File: src/rtl/water_led_multi.sv
// water_led_multi
//   Parametrised running-light generator for a bank of LED_NUM LEDs.
//   A prescaler advances the pattern one step every STEP_CYCLES clocks.
//   Four patterns are selectable: rotate left, rotate right, ping-pong
//   bounce and bar fill. A pause input freezes everything, and a one-cycle
//   strobe marks each pattern advance.
//
// Ports
//   clock      : single clock, rising edge
//   reset      : synchronous reset, active low
//   enable     : 1 = run, 0 = pause (prescaler, pattern and direction hold)
//   mode       : 00 rotate left, 01 rotate right, 10 ping-pong, 11 bar fill
//   led_out    : registered LED pattern, 1 = LED on
//   step_pulse : registered strobe, high for the cycle led_out advanced
module water_led_multi #(
  parameter int LED_NUM     = 4,
  parameter int STEP_CYCLES = 25_000_000
) (
  input  logic               clock,
  input  logic               reset,
  input  logic               enable,
  input  logic [1:0]         mode,
  output logic [LED_NUM-1:0] led_out,
  output logic               step_pulse
);

  localparam int CNT_W = $clog2(STEP_CYCLES);
  localparam logic [CNT_W-1:0]   CNT_LAST = CNT_W'(STEP_CYCLES - 1);
  localparam logic [LED_NUM-1:0] LED_INIT = LED_NUM'(1);

  logic [CNT_W-1:0]   cnt;
  logic               dir;
  logic [1:0]         mode_q;
  logic [LED_NUM-1:0] led_nxt;
  logic               dir_nxt;
  logic               wrap;

  assign wrap = (cnt == CNT_LAST);

  // Next pattern for the currently latched mode. A step is only taken when
  // mode equals mode_q, so mode_q is the mode in effect.
  always_comb begin
    led_nxt = led_out;
    dir_nxt = dir;
    unique case (mode_q)
      2'b00: led_nxt = {led_out[LED_NUM-2:0], led_out[LED_NUM-1]};
      2'b01: led_nxt = {led_out[0], led_out[LED_NUM-1:1]};
      2'b10: begin
        // Direction flips on the step that lands on an end LED, so each end
        // is lit for a single step only.
        if (!dir) begin
          led_nxt = led_out << 1;
          if (led_nxt[LED_NUM-1]) dir_nxt = 1'b1;
        end else begin
          led_nxt = led_out >> 1;
          if (led_nxt[0]) dir_nxt = 1'b0;
        end
      end
      default: begin
        // Bar fill: all-ones empties the bar; otherwise shift a one in from
        // the LSB (which also turns an empty bar into 0...01).
        if (&led_out) led_nxt = '0;
        else          led_nxt = {led_out[LED_NUM-2:0], 1'b1};
      end
    endcase
  end

  always_ff @(posedge clock) begin
    if (!reset) begin
      led_out    <= LED_INIT;
      cnt        <= '0;
      dir        <= 1'b0;
      mode_q     <= 2'b00;
      step_pulse <= 1'b0;
    end else if (mode != mode_q) begin
      // Mode change reloads the pattern regardless of enable.
      led_out    <= LED_INIT;
      cnt        <= '0;
      dir        <= 1'b0;
      mode_q     <= mode;
      step_pulse <= 1'b0;
    end else begin
      step_pulse <= 1'b0;
      if (enable) begin
        if (wrap) begin
          cnt        <= '0;
          led_out    <= led_nxt;
          dir        <= dir_nxt;
          step_pulse <= 1'b1;
        end else begin
          cnt <= cnt + 1'b1;
        end
      end
    end
  end

endmodule

File: config.mk
export PLATFORM = sky130hd
export DESIGN_NAME = water_led_multi
export DESIGN_NICKNAME = d
export VERILOG_FILES = /design/src/rtl/water_led_multi.sv
export SDC_FILE = /design/constraint.sdc
export NUM_CORES = 1
export LEC_CHECK = 0
export ABC_AREA = 1
export CAP_MARGIN = 20
export CORE_UTILIZATION = 37
export CTS_BUF_LIST = sky130_fd_sc_hd__clkbuf_4 sky130_fd_sc_hd__clkbuf_8 sky130_fd_sc_hd__clkbuf_16
export DETAILED_ROUTE_END_ITERATION = 10
export SLEW_MARGIN = 20
export SYNTH_ARGS = -nofsm -noshare
export SYNTH_HDL_FRONTEND = slang
export SYNTH_SLANG_ARGS = --single-unit
File: constraint.sdc
create_clock -name clock -period 3.8 [get_ports clock]
set_input_delay 0.38 -clock clock [delete_from_list [all_inputs] [get_ports clock]]
set_output_delay 0.38 -clock clock [all_outputs]
set_load 0.05 [all_outputs]
After elaboration in Yosys (flattened, before gate mapping). Cells that the tools add are included.

Shift-type cells: 0. Equality and inequality tests: 4. $lt $le $gt $ge: 0. Bitwise operators: 2. Reduce and logical (&&, ||, !) cells: 6. Divide/modulo/power cells: 0. Mux-type cells: 8. $mul: 0. Add/sub/neg operators: 1.

Operator list (count): $add 25x1->25 const B (1); $eq 25x25->1 const B (1); $mux 25 (1); $pmux 4 s3 (1); $mux 4 (2); $mux 1 (4); $reduce_and 4->1 (1); $reduce_and 3->1 (1); $reduce_or 3->1 (1); $eq 2x1->1 const B (1); $eq 2x2->1 const B (1); $logic_not 2->1 (1); $ne 2x2->1 (1); $not 1->1 (2); $reduce_and 2->1 (1); $reduce_or 2->1 (1).

Memories kept: 0. Memory bits (writable): 0. Flip-flop bits (word level): 33. Logic and storage cells: 26. ROM bits: 0. Bits in latches: 0. Input port bits: 5. Output and inout port bits: 5.

Logic depth before layout (Yosys ltp).
Word-level depth: 3. Depth in mapped cells: 11.

Worst setup path after synthesis. Ideal clock, no wire load.

Kind: in2reg. From: in enable. To: reg led_out[2]. Path slack: 2.458 ns. Arrival time: 1.227 ns. Stages on the path: 11. Library setup time: 0.115 ns. Required time: 3.685 ns. Path through: buf_4 > nand2_1 > nor2_1 > nand2_1 > nor2_4 > nand2_2 > nand2_2 > inv_2 > buf_6 > nand2_1 > nand2_1.

Cells in the longest elaborated chain, start to end: 1.

Ends and longest elaborated chain: from (decl) (line 21) `input logic enable,`; $reduce_and 2->1 (no source line); to (signal assigned) (line 87) `led_out <= led_nxt;`; to (decl) (line 23) `output logic [LED_NUM-1:0] led_out,`.

Every way passes these cells. A chain may end at the register's enable or synchronous reset.

Worst setup path in the final report.
From: reg led_out[2]. To: out led_out[2].

No word-level cell between the ends.

==> results.md <==
- 1 — Buf/Inv on CP
- 1956 ps — shortest clock period the worst path allows after layout
- 0 — max-slew violation count
- 34.62% — area share of the largest cell type after synthesis
- output pin — Setup crit end kind
- 67.03% — slew margin rel.
- 6.382 sq um — Mapped Avg Cell Area
- 305 — Syn Nets
- 16.66% — gr usage total
- 1908 sq um — Mapped Area
- 27 — Yosys cell types
- 4045 um — total length of routed wires
- complete, no violations — run status
- 3161 um — sum of net half-perimeters after detailed placement
- no — RSZ-0062 raised after global routing
- 0.8605 nW — Leak
- flip-flop to flip-flop — kind of path behind the tightest hold check
- 39.35% — Starting Density
- 0 — count of final setup violators
- 0 ps — total negative slack for setup checks
- 1580 ps — critical path data arrival time
- 9 — Port Buffers
- sky130_fd_sc_hd__clkbuf_8 — CTS Root Buffer Type
- 12.57 ps — worst clock skew
- 33 — total of flip-flops plus latches after synthesis
- 10.26% — share of layout cells above drive strength 1
- 10.67 um — average wire per standard cell
- 0 — final antenna-violating net count
- 1 — number of cells on the critical path
- 0 — initial antenna violation count
- 6741 um — global-route wire length before repair
- 2160 ps — register-to-register setup slack
- sky130_fd_sc_hd__nand2_1 — cell with the most instances after synthesis
- 0 — number of gates resized after cts
- sky130_fd_sc_hd__dfxtp_1 35%, sky130_fd_sc_hd__nand2_1 17%, sky130_fd_sc_hd__nor2_1 11% — biggest area contributors in the synthesized netlist
- 305.0 nW/um^2 — Pwr Density
- 2 — buffer depth of the longest clock path
- 299 — number of instances in the synthesized netlist
- 7 — highest net fanout along the worst path
- 5448 sq um — area of the die
- 840 ps — worst stage delay on the critical path
- 1725 — vias post-DR
- 0.8232 — RePlAce Congestion
- 1468 — vias in the first global route
- 4 — number of optimization iterations in the first detailed-route pass
- clkdlybuf4s50_1 — crit path cell chain
- 73.81 um — Die W
- 0 — remaining global-route overflow
- 12.46% — layout overhead on the synthesized area
- 1844 ps — final worst-path setup slack
- 493.0 ps — transition time at the pin with the least slew margin
- 70 ps — Clk pin slew, worst setup/hold paths
- done — clock tree from TritonCTS
- 25 — Cell Rows
- 8 — worst-case reg-to-reg path depth
- 0 — final count of hold timing violations
- 33 — clock sinks
- 51.48% — ratio of final minimum period to clock period
- 92 — violation count after the first detailed-route iteration
- 0 — count of antenna diodes in the layout
- 0% — Async SR Flop Fraction
- 0 — Setup Fix Bufs, Post-CTS
- 318 — Final Net Count
- 4848 sq um — CORE AREA
- flip-flop to output pin — category of the critical setup timing path
- 34.62% — proportion of synthesized chip area in sequential cells
- 5 — TritonCTS Buffers
- 2 — cell depth of the worst hold path
- 73.81 um — overall die height
- 2 — H-tree Lvls
- 3420 ps — data required time at the worst endpoint
- sky130_fd_sc_hd__clkdlybuf4s50_1 — Crit-path slowest cell
- 4.551 — DR vias/cell
- 0 — number of enable flip-flop cells after synthesis
- 290 ps — source-to-sink clock delay at the later pin of the worst-skew pair
- 511.2 MHz — peak clock frequency supported by timing
- 0 — Max Cap Violations
- flip-flop — category of the worst setup path launch point
- 0 — DRC violations left
- 84 x sky130_fd_sc_hd__nand2_1, 57 x sky130_fd_sc_hd__nor2_1, 42 x sky130_fd_sc_hd__inv_1 — leading post-synthesis cells by instance count
- 0 — number of buffers added to fix hold violations after cts
- 13 — pin count of the biggest net entering global routing
- sky130_fd_sc_hd__dfxtp_1 — leading area contributor after synthesis
- 1642 ps — post-place setup slack
- buffers and inverters — Largest delay share family, worst path
- 0 — Warnings, synthesis
- sky130_fd_sc_hd__dfxtp_1 — ys flop type
- 10 — I/O pin count
- 0.1865 mV — Max rail drop VDD
==> area by class of cell <==
| class | instances | area [sq um] |
|---|---|---|
| flip-flops and latches | 33 | 660.6 |
| fillers | 504 | 2703 |
| multi-input cells | 217 | 1049 |
| repair buffers | 9 | 90.09 |
| clock buffers | 6 | 82.58 |
| inverters | 46 | 172.7 |
| clock inverters | 1 | 7.507 |
| well taps | 67 | 83.83 |
==> flip-flops by register name, summed over array words and instances, names as in the netlist <==
name,count
mode_q,2
cnt,25
dir,1
led_out,4
step_pulse,1
==> metal layers <==
| metal | vias up | routed length (um) | GRT usage (%) |
|---|---|---|---|
| met5 | - | 0 | 0 |
| met4 | 0 | 48 | 6.410 |
| met3 | 5 | 135 | 4.115 |
| met2 | 22 | 1694 | 23.85 |
| met1 | 758 | 2166 | 23.77 |
| li1 | 940 | - | - |
==> cells by family after synthesis <==
logic type                 count (synthesis)  share of synthesized area [%]
adders and majority gates                  1                         0.6556
DFF                                       33                          34.62
and+or+nand+nor                          190                          45.57
AOI/OAI and AO/OA                         18                          5.049
xor gates and xnor gates                   8                          3.672
buffers and inverters                     49                          10.43
==> final timing paths <==
| kind | start | to |
|---|---|---|
| hold / removal | cnt[7] | cnt[7] |
| setup reg to reg | cnt[0] | cnt[19] |
| setup / recovery | led_out[2] | led_out[2] |
| hold reg to reg | cnt[7] | cnt[7] |
==> cell usage in the layout (no fill, tap or decap), drive strengths merged <==
cell	instances
clkdlybuf4s50	9
o211ai	2
xnor2	2
clkinvlp	1
nand3	19
nor2	69
clkbuf	6
xor2	6
nand2	89
nand4	3
a21oi	8
ha	1
nor3b	1
inv	46
dfxtp	33
nor3	8
nand3b	1
o22ai	1
o21ai	7
==> where the power goes <==
part,leakage (nW),internal (mW),switching [mW]
logic,0.551,0.0109,0.0190
registers,0.266,0.348,0.00237
clock network,0.0433,0.143,0.131
==> metrics by stage <==
stage	hold slack (ps)	total power, mW	cells	utilization, %	instance area [sq um]
floorplan	449.6	0.3807	299	-	1908
global placement	471.3	0.3882	372	42.40	2056
detailed placement	476.4	0.3883	372	42.40	2056
CTS	489.3	0.6639	379	44.26	2146
global route	520.9	0.6824	379	44.26	2146
finish	490.5	0.6545	379	44.26	2146
(Power assumes the default switching activity.)
==> RTL change 1: new RTL, same settings <==
`STEP_CYCLES`: 25_000_000 -> 50_000_000.
--- a/src/rtl/water_led_multi.sv
+++ b/src/rtl/water_led_multi.sv
@@ -14,7 +14,7 @@
 //   step_pulse : registered strobe, high for the cycle led_out advanced
 module water_led_multi #(
   parameter int LED_NUM     = 4,
-  parameter int STEP_CYCLES = 25_000_000
+  parameter int STEP_CYCLES = 50_000_000
 ) (
   input  logic               clock,
   input  logic               reset,
Check against the original RTL: same outputs for any inputs over 10 cycles, from zero or initial values and one cycle with reset low; that may be too few to reach the edited logic, so the function may still have changed.
==> RTL change 1 against the original RTL <==
  * Sequential cell count up 1
  * Design area up 7.8%
  * Area after synthesis up 8.1%
  * Total power up 3.5%
  * Worst setup slack worse by 0.037 ns
  * Count of clock-buffer cells in the layout unchanged
  * Global-route usage down 0.33 points
  * Routed wire length up 9.3%
  * Clock skew down 0.0064 ns
  * Sequential share of layout area down 1.3 points
  * Register-to-register slack better by 0.07 ns
  * Clock power up 4%
  * Critical endpoint is now led_out[1]
  * Largest power group unchanged
==> RTL change 1: results (changes against the original RTL) <==
HPWL after DPL=3440 um (was 3160 um); vias in the first global route=1656 (was 1468); metal3 WL=216 um (was 135 um); ranking of synthesized cells by area=dfxtp_1 33%, nand2_1 17%, nor2_1 13% (was dfxtp_1 35%, nand2_1 17%, nor2_1 11%); status=finished clean (unchanged); initial antenna violation count=0 (unchanged); largest registers=cnt x26, led_out x4, mode_q x2 (was cnt x25, led_out x4, mode_q x2); layout cells sized above 1=9.33% (was 10.3%); Final Util=44.1% (was 44.3%); Slew @ Worst Pin=0.491 ns (was 0.493 ns); first-pass GRT wire length=7560 um (was 6740 um); Top delay family on crit path=buffers and inverters (unchanged); via count=1880 (was 1725); Metal-1 WL=2300 um (was 2170 um); synthesized net count=335 (was 305); Sequential Power Share=53.2% (was 53.5%); DP Area=2220 um^2 (was 2060 um^2); crit path DAT=1.61 ns (was 1.58 ns); Filler cells=574 (was 504); top cells by count, synth=96 x nand2_1, 71 x nor2_1, 47 x inv_1 (was 84 x nand2_1, 57 x nor2_1, 42 x inv_1); Placed Cells=405 (was 372); pin count of the biggest net entering global routing=14 (was 13); pre-CTS WS=1.79 ns (was 1.64 ns); CTS sink count=34 (was 33); M1 GR Usage=21.8% (was 23.8%); DR vias/cell=4.55 (about the same); GR met2 Demand/Resource=25.5% (was 23.9%); sw frac=24.1% (was 23.3%); power per cell area=293 nW/um^2 (was 305 nW/um^2); GR Util All Layers=16.3% (was 16.7%); Crit path largest cell delay=0.86 ns (was 0.84 ns); Comb. pwr=0.0307 mW (was 0.0299 mW); # port buffers=9 (unchanged); metal2 WL=1850 um (was 1690 um); Detailed Route Iter0 Violations=53 (was 92); Mapped Avg Cell Area=6.29 um^2 (was 6.38 um^2); WL/cell=10.7 um (about the same); routing usage on met3=3.93% (was 4.12%); Clock Skews=0.00615 ns (was 0.0126 ns); worst vdd ir=0.231 mV (was 0.186 mV); Pleak=0.949 nW (was 0.861 nW)
[RTL change 1: layout make-up]
cell class                      instances  share of cell area, %
Tap cell                               70                   3.79
Sequential cell                        34                   29.4
Inverter                               49                   7.95
Clock inverter                          2                  0.541
Clock buffer                            6                   3.57
Multi-Input combinational cell        243                   50.8
Timing Repair Buffer                    9                   3.90
[RTL change 1: kinds of logic after synthesis]
| group | after synthesis | share of synthesized area, % |
|---|---|---|
| and+or+nand+nor | 220 | 49.0 |
| buffers and inverters | 51 | 10.0 |
| DFF | 34 | 33.0 |
| AOI/OAI and AO/OA | 15 | 4.25 |
| xor gates and xnor gates | 6 | 2.55 |
| adders and majority gates | 2 | 1.21 |
[RTL change 1: worst paths after layout]
path,from,to,slack (ns),cells past startpoint
worst min register to register,led_out[3],led_out[3],0.51,2
worst max register to register,cnt[0],cnt[12],2.23,8
worst max-delay path,led_out[1],led_out[1],1.81,1
worst min-delay path,led_out[3],led_out[3],0.51,2
==> RTL change 2: new RTL, same flow settings <==
Made on the original files. Add an input register stage for `enable` and `mode`; this delays them by one clock.
--- a/src/rtl/water_led_multi.sv
+++ b/src/rtl/water_led_multi.sv
@@ -27,6 +27,14 @@
   localparam int CNT_W = $clog2(STEP_CYCLES);
   localparam logic [CNT_W-1:0]   CNT_LAST = CNT_W'(STEP_CYCLES - 1);
   localparam logic [LED_NUM-1:0] LED_INIT = LED_NUM'(1);
+
+  logic enable_q;
+  logic [1:0] mode_r;
+
+  always_ff @(posedge clock) begin
+    enable_q <= enable;
+    mode_r   <= mode;
+  end
 
   logic [CNT_W-1:0]   cnt;
   logic               dir;
@@ -72,16 +80,16 @@
       dir        <= 1'b0;
       mode_q     <= 2'b00;
       step_pulse <= 1'b0;
-    end else if (mode != mode_q) begin
+    end else if (mode_r != mode_q) begin
       // Mode change reloads the pattern regardless of enable.
       led_out    <= LED_INIT;
       cnt        <= '0;
       dir        <= 1'b0;
-      mode_q     <= mode;
+      mode_q     <= mode_r;
       step_pulse <= 1'b0;
     end else begin
       step_pulse <= 1'b0;
-      if (enable) begin
+      if (enable_q) begin
         if (wrap) begin
           cnt        <= '0;
           led_out    <= led_nxt;
Behaviour: same outputs for any inputs over 10 cycles, from zero or initial values and one cycle with reset low; that may be too few to reach the edited logic, so the function may still have changed.
==> RTL change 2 against the original RTL <==
  * Sequential power is 10% higher
  * Synthesized cell count is 5.7% higher
  * Total power rose by 8.2%
  * Routed wire length decreased by 1.8%
  * Highest routed layer unchanged
  * Critical path type unchanged
  * Area after synthesis grew 2.7%
  * Design area increased by 2.9%
  * First-iteration DRC count decreased by 5.4%
  * Sequential cell count up 3
  * Worst setup slack worse by 0.021 ns
  * Combinational power decreased by 11%
==> RTL change 2: results (changes against the original RTL) <==
M1 GR Usage=21.2% (was 23.8%); routability cong.=0.863 (was 0.823); Pleak=0.930 nW (was 0.861 nW); worst vdd ir=0.150 mV (was 0.186 mV); Worst Reg-to-Reg Cells=10 (was 8); status=finished clean (unchanged); Psw=0.156 mW (was 0.153 mW); r2r setup slk=1.91 ns (was 2.16 ns); Slew @ Worst Pin=0.507 ns (was 0.493 ns); DP Area=2110 um^2 (was 2060 um^2); final worst slack=1.82 ns (was 1.84 ns); DR pass1 iterations=5 (was 4); Distinct cells, synth=23 (was 27); Placed Cells=393 (was 372); non-filler cells, final=400 (was 379); largest registers=cnt x25, led_out x4 (was cnt x25, led_out x4, mode_q x2); Compound-Gate Fraction of Synth Area=4.28% (was 5.05%); Detailed Route Iter0 Violations=87 (was 92); HPWL after DPL=3050 um (was 3160 um); Post-Synthesis Cells=316 (was 299); Filler cells=563 (was 504); GR Util All Layers=16.3% (was 16.7%); layout cells sized above 1=6.67% (was 10.3%); DR vias/cell=4.48 (was 4.55); first-pass GRT wire length=6930 um (was 6740 um); vias in the first global route=1611 (was 1468)
RTL change 2: kinds of logic after synthesis:
family / count (synthesis)
compound gates: 15
buf+inv: 55
fa+ha+maj: 1
simple gates: 202
xor+xnor: 7
flops: 36
RTL change 2: cell type report:
type / count / area (um^2) / share of cell area, %
Clock buffer: 7 / 96.3 / 4.36
Tap cell: 70 / 87.6 / 3.97
Inverter: 53 / 199 / 9.01
Multi-Input combinational cell: 225 / 1010 / 45.9
Timing Repair Buffer: 9 / 90.1 / 4.08
Sequential cell: 36 / 721 / 32.6
RTL change 2: path summary, 6_finish.rpt:
path / to
worst max-delay path: led_out[2]
worst min-delay path: mode_q[1]
worst max register to register: cnt[18]
worst min register to register: mode_q[1]
RTL change 2: per-layer routing:
layer / up-vias / share of wire (%)
met5: - / 0
met4: 0 / 1.4
met3: 6 / 3.9
met2: 35 / 44
met1: 769 / 51
li1: 980 / -
RTL change 2: power by group through the flow:
stage | combinational, mW | clock (mW) | sequential [mW]
CTS | 0.0270 | 0.305 | 0.385
detailed placement | 0.0270 | 0 | 0.393
global placement | 0.0268 | 0 | 0.394
finish | 0.0266 | 0.297 | 0.385
floorplan | 0.0211 | 0 | 0.392
global route | 0.0308 | 0.319 | 0.385
